==> config.mk <==
export PLATFORM = sky130hd
export DESIGN_NAME = wb_cmd_master
export DESIGN_NICKNAME = d
export VERILOG_FILES = /design/src/rtl/wb_master_pkg.sv /design/src/rtl/wb_cmd_master.sv
export SDC_FILE = /design/constraint.sdc
export NUM_CORES = 1
export LEC_CHECK = 0
export BUFFER_PORTS_ARGS = -buffer_cell sky130_fd_sc_hd__buf_2
export CELL_PAD_IN_SITES_DETAIL_PLACEMENT = 1
export CELL_PAD_IN_SITES_GLOBAL_PLACEMENT = 2
export CORE_UTILIZATION = 26
export DETAILED_ROUTE_END_ITERATION = 8
export GPL_TIMING_DRIVEN = 0
export PLACE_DENSITY_LB_ADDON = 0.1
export SYNTH_ARGS = -nofsm -noshare
export SYNTH_HDL_FRONTEND = slang
export SYNTH_SLANG_ARGS = --single-unit
==> constraint.sdc <==
create_clock -name clk -period 3.75 [get_ports clk]
set_clock_uncertainty 0.1 [all_clocks]
set_input_delay 0.75 -clock clk [delete_from_list [all_inputs] [get_ports clk]]
set_output_delay 0.75 -clock clk [all_outputs]
set_load 0.02 [all_outputs]
==> src/rtl/wb_master_pkg.sv <==
// Shared types and default parameters for the Wishbone command master.
package wb_master_pkg;

    // Default number of retry terminations tolerated before giving up.
    localparam int unsigned DEF_MAX_RETRY = 3;
    // Default number of BUS-state cycles allowed without any termination.
    localparam int unsigned DEF_TIMEOUT   = 64;

    // Counter widths sized for the legal parameter ranges (1..15 and 2..255).
    localparam int unsigned RETRY_W = 4;
    localparam int unsigned WAIT_W  = 8;

    // Transaction sequencing states.
    typedef enum logic [1:0] {
        ST_IDLE = 2'd0,
        ST_BUS  = 2'd1,
        ST_GAP  = 2'd2,
        ST_RESP = 2'd3
    } state_t;

    // Response status encodings returned with every response.
    typedef enum logic [1:0] {
        STAT_OK  = 2'b00,
        STAT_ERR = 2'b01,
        STAT_RTY = 2'b10,
        STAT_TMO = 2'b11
    } status_t;

endpackage

==> src/rtl/wb_cmd_master.sv <==
// Single-command Wishbone classic master: accepts one command, runs the bus
// cycle with retry and timeout handling, then holds the response until it is
// consumed.
module wb_cmd_master
    import wb_master_pkg::*;
#(
    parameter int unsigned MAX_RETRY = DEF_MAX_RETRY,
    parameter int unsigned TIMEOUT   = DEF_TIMEOUT
) (
    input  logic        clk,
    input  logic        rst,
    input  logic        cmd_valid,
    output logic        cmd_ready,
    input  logic        cmd_we,
    input  logic [31:0] cmd_adr,
    input  logic [31:0] cmd_dat,
    input  logic [3:0]  cmd_sel,
    output logic        rsp_valid,
    input  logic        rsp_ready,
    output logic [31:0] rsp_dat,
    output logic [1:0]  rsp_status,
    output logic        CYC_O,
    output logic        STB_O,
    output logic        WE_O,
    output logic [31:0] ADR_O,
    output logic [31:0] DAT_O,
    output logic [3:0]  SEL_O,
    input  logic [31:0] DAT_I,
    input  logic        ACK_I,
    input  logic        ERR_I,
    input  logic        RTY_I
);

    state_t              state_q, state_d;
    logic [RETRY_W-1:0]  retry_cnt;
    logic [WAIT_W-1:0]   wait_cnt;
    logic                we_q;
    logic [31:0]         adr_q;
    logic [31:0]         dat_q;
    logic [3:0]          sel_q;
    logic [31:0]         rsp_dat_q;
    status_t             status_q;

    // Terminations only count while the bus cycle is live; priority ERR > RTY > ACK.
    logic in_bus, t_err, t_rty, t_ack, retry_ok, timeout_hit;
    assign in_bus      = (state_q == ST_BUS);
    assign t_err       = in_bus & ERR_I;
    assign t_rty       = in_bus & ~ERR_I & RTY_I;
    assign t_ack       = in_bus & ~ERR_I & ~RTY_I & ACK_I;
    assign retry_ok    = (retry_cnt < RETRY_W'(MAX_RETRY));
    // A termination in the final wait cycle takes precedence over the timeout.
    assign timeout_hit = in_bus & ~(ERR_I | RTY_I | ACK_I)
                         & (wait_cnt == WAIT_W'(TIMEOUT - 1));

    // State register with synchronous reset back to IDLE.
    // NOTE: sequential state uses non-blocking (<=) so every register samples
    // pre-edge values; blocking (=) here would create order-dependent races.
    always_ff @(posedge clk) begin
        if (rst) state_q <= ST_IDLE;
        else     state_q <= state_d;
    end

    // Next-state decode.
    // NOTE: state_d gets a default before the case so no path leaves it
    // unassigned, which would otherwise infer a latch.
    always_comb begin
        state_d = state_q;
        case (state_q)
            ST_IDLE: if (cmd_valid) state_d = ST_BUS;
            ST_BUS: begin
                if (t_err || t_ack)  state_d = ST_RESP;
                else if (t_rty)      state_d = retry_ok ? ST_GAP : ST_RESP;
                else if (timeout_hit) state_d = ST_RESP;
            end
            ST_GAP:  state_d = ST_BUS;
            ST_RESP: if (rsp_ready) state_d = ST_IDLE;
            default: state_d = ST_IDLE;
        endcase
    end

    // Handshake and bus-strobe outputs decoded from the current state.
    always_comb begin
        cmd_ready = (state_q == ST_IDLE) & ~rst;
        rsp_valid = (state_q == ST_RESP);
        CYC_O     = in_bus;
        STB_O     = in_bus;
    end

    // Command capture, retry/wait counters and response registers.
    always_ff @(posedge clk) begin
        if (rst) begin
            we_q      <= 1'b0;
            adr_q     <= '0;
            dat_q     <= '0;
            sel_q     <= '0;
            retry_cnt <= '0;
            wait_cnt  <= '0;
            rsp_dat_q <= '0;
            status_q  <= STAT_OK;
        end else begin
            case (state_q)
                ST_IDLE: begin
                    if (cmd_valid) begin
                        we_q      <= cmd_we;
                        adr_q     <= cmd_adr;
                        dat_q     <= cmd_dat;
                        sel_q     <= cmd_sel;
                        retry_cnt <= '0;
                        wait_cnt  <= '0;
                    end
                end
                ST_BUS: begin
                    if (t_err) begin
                        status_q  <= STAT_ERR;
                        rsp_dat_q <= '0;
                    end else if (t_rty) begin
                        if (retry_ok) begin
                            retry_cnt <= retry_cnt + 1'b1;
                        end else begin
                            status_q  <= STAT_RTY;
                            rsp_dat_q <= '0;
                        end
                    end else if (t_ack) begin
                        status_q  <= STAT_OK;
                        rsp_dat_q <= we_q ? 32'h0 : DAT_I;
                    end else if (timeout_hit) begin
                        status_q  <= STAT_TMO;
                        rsp_dat_q <= '0;
                    end else begin
                        wait_cnt <= wait_cnt + 1'b1;
                    end
                end
                // Re-entry into BUS restarts the timeout window.
                ST_GAP:  wait_cnt <= '0;
                default: ;
            endcase
        end
    end

    assign WE_O       = we_q;
    assign ADR_O      = adr_q;
    assign DAT_O      = dat_q;
    assign SEL_O      = sel_q;
    assign rsp_dat    = rsp_dat_q;
    assign rsp_status = status_q;

endmodule

-- After elaboration in Yosys (flattened, before gate mapping)
Cells that the tools add are included.
- register bits after elaboration: 117
- bits of input ports: 108
- output and inout port bits: 107
- logic and storage cells: 78
- $add $sub $neg: 2
- magnitude comparators: 1
- equal/unequal tests: 14
- muxes and demuxes: 28
- bitwise operators: 14
- reduce and logical (&&, ||, !) cells: 10
- operator list (cell ; number):
    two-way mux 32 bit ; 6
    two-way mux 8 bit ; 5
    one-hot mux 8 bit (3 select lines) ; 1
    two-way mux 2 bit ; 9
    two-way mux 4 bit ; 4
    inequality test 2 bit (second input constant) ; 5
    adder 8 x 1 -> 8 bit (second input constant) ; 1
    bitwise AND 1 bit ; 8
    equality test 8 x 6 -> 1 bit (second input constant) ; 1
    one-hot mux 2 bit (4 select lines) ; 1
    one-hot mux 4 bit (2 select lines) ; 1
    inequality test 2 x 1 -> 1 bit (second input constant) ; 3
    AND reduction 3 bit ; 2
    AND reduction 6 bit ; 1
    AND reduction 5 bit ; 1
    adder 4 x 1 -> 4 bit (second input constant) ; 1
    equality test 2 bit (second input constant) ; 2
    less-than comparator 4 x 2 -> 1 bit (second input constant) ; 1
    inequality test 4 x 1 -> 1 bit (second input constant) ; 1
    NOT 1 bit ; 4
    nonzero test 4 bit ; 1
    inequality test 3 bit (second input constant) ; 1
    nonzero test 3 bit ; 1
    equality test 2 x 1 -> 1 bit (second input constant) ; 1
    other kinds (6) ; 7

-- Longest topological paths before layout
- depth after elaboration: 10
- depth in mapped cells: 7
- depth with buffers taken out: 5

-- Worst setup path before layout
OpenSTA, ideal clock, no wires.
- path type: input port to output port
- start point: input rst
- end point: output cmd_ready
- arrival time: 1.596 ns
- required time: 2.900 ns
- path slack: 1.304 ns
- stages: 3
- path buffers: 2
- cells stage by stage: clkbuf_1 > buf_1 > nor3_1
- word-level cells in the longest chain between the ends: 2
- RTL lines (item ; RTL line ; source):
    from (decl) ; wb_cmd_master.sv:11 ; input logic rst,
    NOT 1 bit ; wb_cmd_master.sv:83 ; cmd_ready = (state_q == ST_IDLE) & ~rst;
    bitwise AND 1 bit ; wb_cmd_master.sv:83 ;
    to (decl) ; wb_cmd_master.sv:13 ; output logic cmd_ready,
Every way passes these cells.

-- Final worst setup path
Ends and elaborated chain as after synthesis.

==> results.json <==
{
  "syn-instance-count": 475,
  "fillerInstances": 1928,
  "synth_fa_ha_area_frac": 0.00595,
  "synthFlopType": "dfxtp_1",
  "status": "finished clean",
  "synth_compound_area_frac": 0.194,
  "p_per_area_nw_per_um2": 552,
  "critPathKind": "input pin to primary output",
  "hpwlAfterDp_microns": 10300,
  "place.gp.congestion": 0.726,
  "cpPeakStageDelay_ns": 0.55,
  "crit_slowest_cell": "buf_1",
  "syn_avg_cell_area_sq_um": 8.85,
  "peakVddDrop_mv": 0.302,
  "multi_input_area_sq_um": 1680,
  "clkPwrFrac": 0.481,
  "setup_tns_ns": 0,
  "fin_nets": 818,
  "ctsResizeCount": 0,
  "layout_common_cells": "buf_2 (217), nand2_1 (145), dfxtp_1 (117), a21oi_1 (75), a22o_1 (32)",
  "grt_pass1_wl_microns": 21400,
  "finalMaxSlewViolations": 0,
  "overflow": 0,
  "path_max_fanout": 10,
  "synth_area_sq_um": 4200,
  "holdWs_ns": 0.351,
  "start_util": 0.266,
  "hold_viol_final": 0,
  "yosys_warnings": 0,
  "regToRegSetupSlack_ns": 1.36,
  "first_global_vias": 4255,
  "finalInstanceArea_sq_um": 6130,
  "worst_slew_pin_slew_ns": 0.656,
  "p_comb_frac": 0.123,
  "holdBufCountCts": 0,
  "finalPower_mw": 3.39,
  "maxCapViolations": 0,
  "async_flop_share": 0,
  "initialDrtViolationCount": 116,
  "areaGrowthSynthToFinish_pct": 45.9,
  "routed_via_density": 4.49,
  "clkTransAtPathRegs_ns": 0.05,
  "drtAntennaViolNets": 0,
  "fmax_mhz": 341,
  "grt_max_degree": 17,
  "clockBufferDepth": 2,
  "p_seq_frac": 0.396,
  "period_share": 0.782,
  "rsz0062_at_grt": "no",
  "core_region_area_sq_um": 15800,
  "ios": 215,
  "root_buffer": "clkbuf_16",
  "drive_gt1_frac": 0.360,
  "drc": 0,
  "numClockSinks": 117,
  "grt_antenna_before_repair": 0,
  "synth_top_area_share": 0.557,
  "worstPathCellList": "buf_2 > clkbuf_1 > buf_1 > nor3_1 > buf_2",
  "cts_setup_buffers": 0,
  "synthXorXnorAreaFrac": 0,
  "htree_levels": 4,
  "track_usage": 0.167,
  "vias": 4204,
  "ys_seq_area_frac": 0.557,
  "cts_inserted_buffers": 17,
  "drtPass1Iterations": 4,
  "synthMuxAreaShare": 0.00744,
  "wire_per_inst_microns": 14.7,
  "yosysUniqueCellTypes": 38,
  "clk_latency_ns": 0.41,
  "rows": 46,
  "post_dp_cell_area_sq_um": 5540,
  "power.internal_mw": 2.52,
  "final_common_cell": "buf_2",
  "die_y_microns": 129,
  "antenna_cells": 0,
  "synthesis.nets": 585,
  "fp.dieW_microns": 129,
  "synthTopCellsByArea": "dfxtp_1 (56%), nand2_1 (13%), a21oi_1 (8.9%), a22o_1 (6.7%), clkbuf_1 (1.9%)",
  "cts_tree": "yes",
  "setup_viol": 0,
  "synth_edf_count": 0,
  "crit_path_start_kind": "input pin",
  "cpMostUsedCell": "buf_2",
  "period_minus_slack_ns": 2.93,
  "crit_path_end_kind": "primary output",
  "yosysTopAreaCell": "dfxtp_1",
  "cp_data_required_time_ns": 2.90,
  "regArea_sq_um": 2340,
  "worstPathArrival_ns": 2.08,
  "io_buffers": 214,
  "dieArea_sq_um": 16700,
  "yosys.area_share.simple": 0.192,
  "maxSlewHeadroom": 0.558,
  "netSwitchingFraction": 0.254,
  "synth_top_family_by_area": "compound AO/OA/AOI/OAI gates",
  "hold_path_class": "flop to flop",
  "p_sw_mw": 0.861,
  "drt-total-wl_microns": 13700,
  "synth-seq-cells": 117,
  "p_leak_nw": 2.87
}
-- synthesized netlist by cell type (3+ instances only) --
cell type and n:
nand3_1 4, nor3_1 4, a31oi_1 4, nor2_1 10, nand2b_1 3, nor3b_1 3, a21oi_1 75, inv_1 4
and3_1 4, buf_2 3, a211oi_1 3, dfxtp_1 117, buf_1 3, and2_1 3, or3_1 3, clkbuf_1 21
a22o_1 32, nand2_1 145, o21ai_0 6, buf_6 4
-- sequential cells by signal (all words and copies together) (netlist names) --
name        count
rsp_dat        32
DAT_O          32
wait_cnt        8
ADR_O          32
SEL_O           4
retry_cnt       4
state_q         2
rsp_status      2
WE_O            1
-- worst max-delay path, delay by kind of cell --
family / cells / cell delay [ns]
simple gates: 1 / 0.09
buf+inv: 4 / 1.24
-- power by group through the flow --
stage               combinational [mW]  sequential, mW  clock [mW]
floorplan                        0.170            1.44           0
detailed placement               0.427            1.37           0
finish                           0.418            1.34        1.63
global route                     0.464            1.35        1.73
global placement                 0.417            1.36           0
CTS                              0.428            1.34        1.68
-- layer usage --
metal  vias to the layer above  GRT usage  part of all wire
li1                       2091          -                 -
met1                      1951      0.190              0.42
met2                       147      0.283              0.49
met3                        15     0.0619             0.081
met4                         0     0.0692             0.012
met5                         -          0                 0
-- stage by stage --
stage           util  instances  setup WS [ns]
3_5_place_dp   0.350        905          0.756
4_1_cts        0.388        936          0.759
2_1_floorplan      -        475           1.30
5_1_grt        0.388        936          0.697
3_3_place_gp   0.350        905          0.781
6_report       0.388        936          0.817
-- layout make-up --
type,count,area share
clock buffer,20,0.0745
tap,216,0.0441
clock inverter,11,0.0216
buffer,33,0.0269
sequential,117,0.382
inverter,5,0.00306
multi-input combinational,320,0.273
timing repair buffer,214,0.175
-- kinds of logic (layout without fill, tap and decap cells) --
| kind of cell | count (synthesis) | count (layout) |
|---|---|---|
| mux | 3 | 3 |
| compound gates | 128 | 128 |
| fa+ha+maj | 2 | 2 |
| flops | 117 | 117 |
| buf+inv | 38 | 283 |
| simple gates | 187 | 187 |
-- path summary, 6_finish.rpt --
path,endpoint,start,cells past startpoint
hold reg to reg,ADR_O[4],ADR_O[4],2
setup / recovery,cmd_ready,rst,5
setup reg to reg,rsp_dat[14],wait_cnt[1],6
hold / removal,ADR_O[4],ADR_O[4],2
No activity file was read; power rests on OpenSTA's default activity.
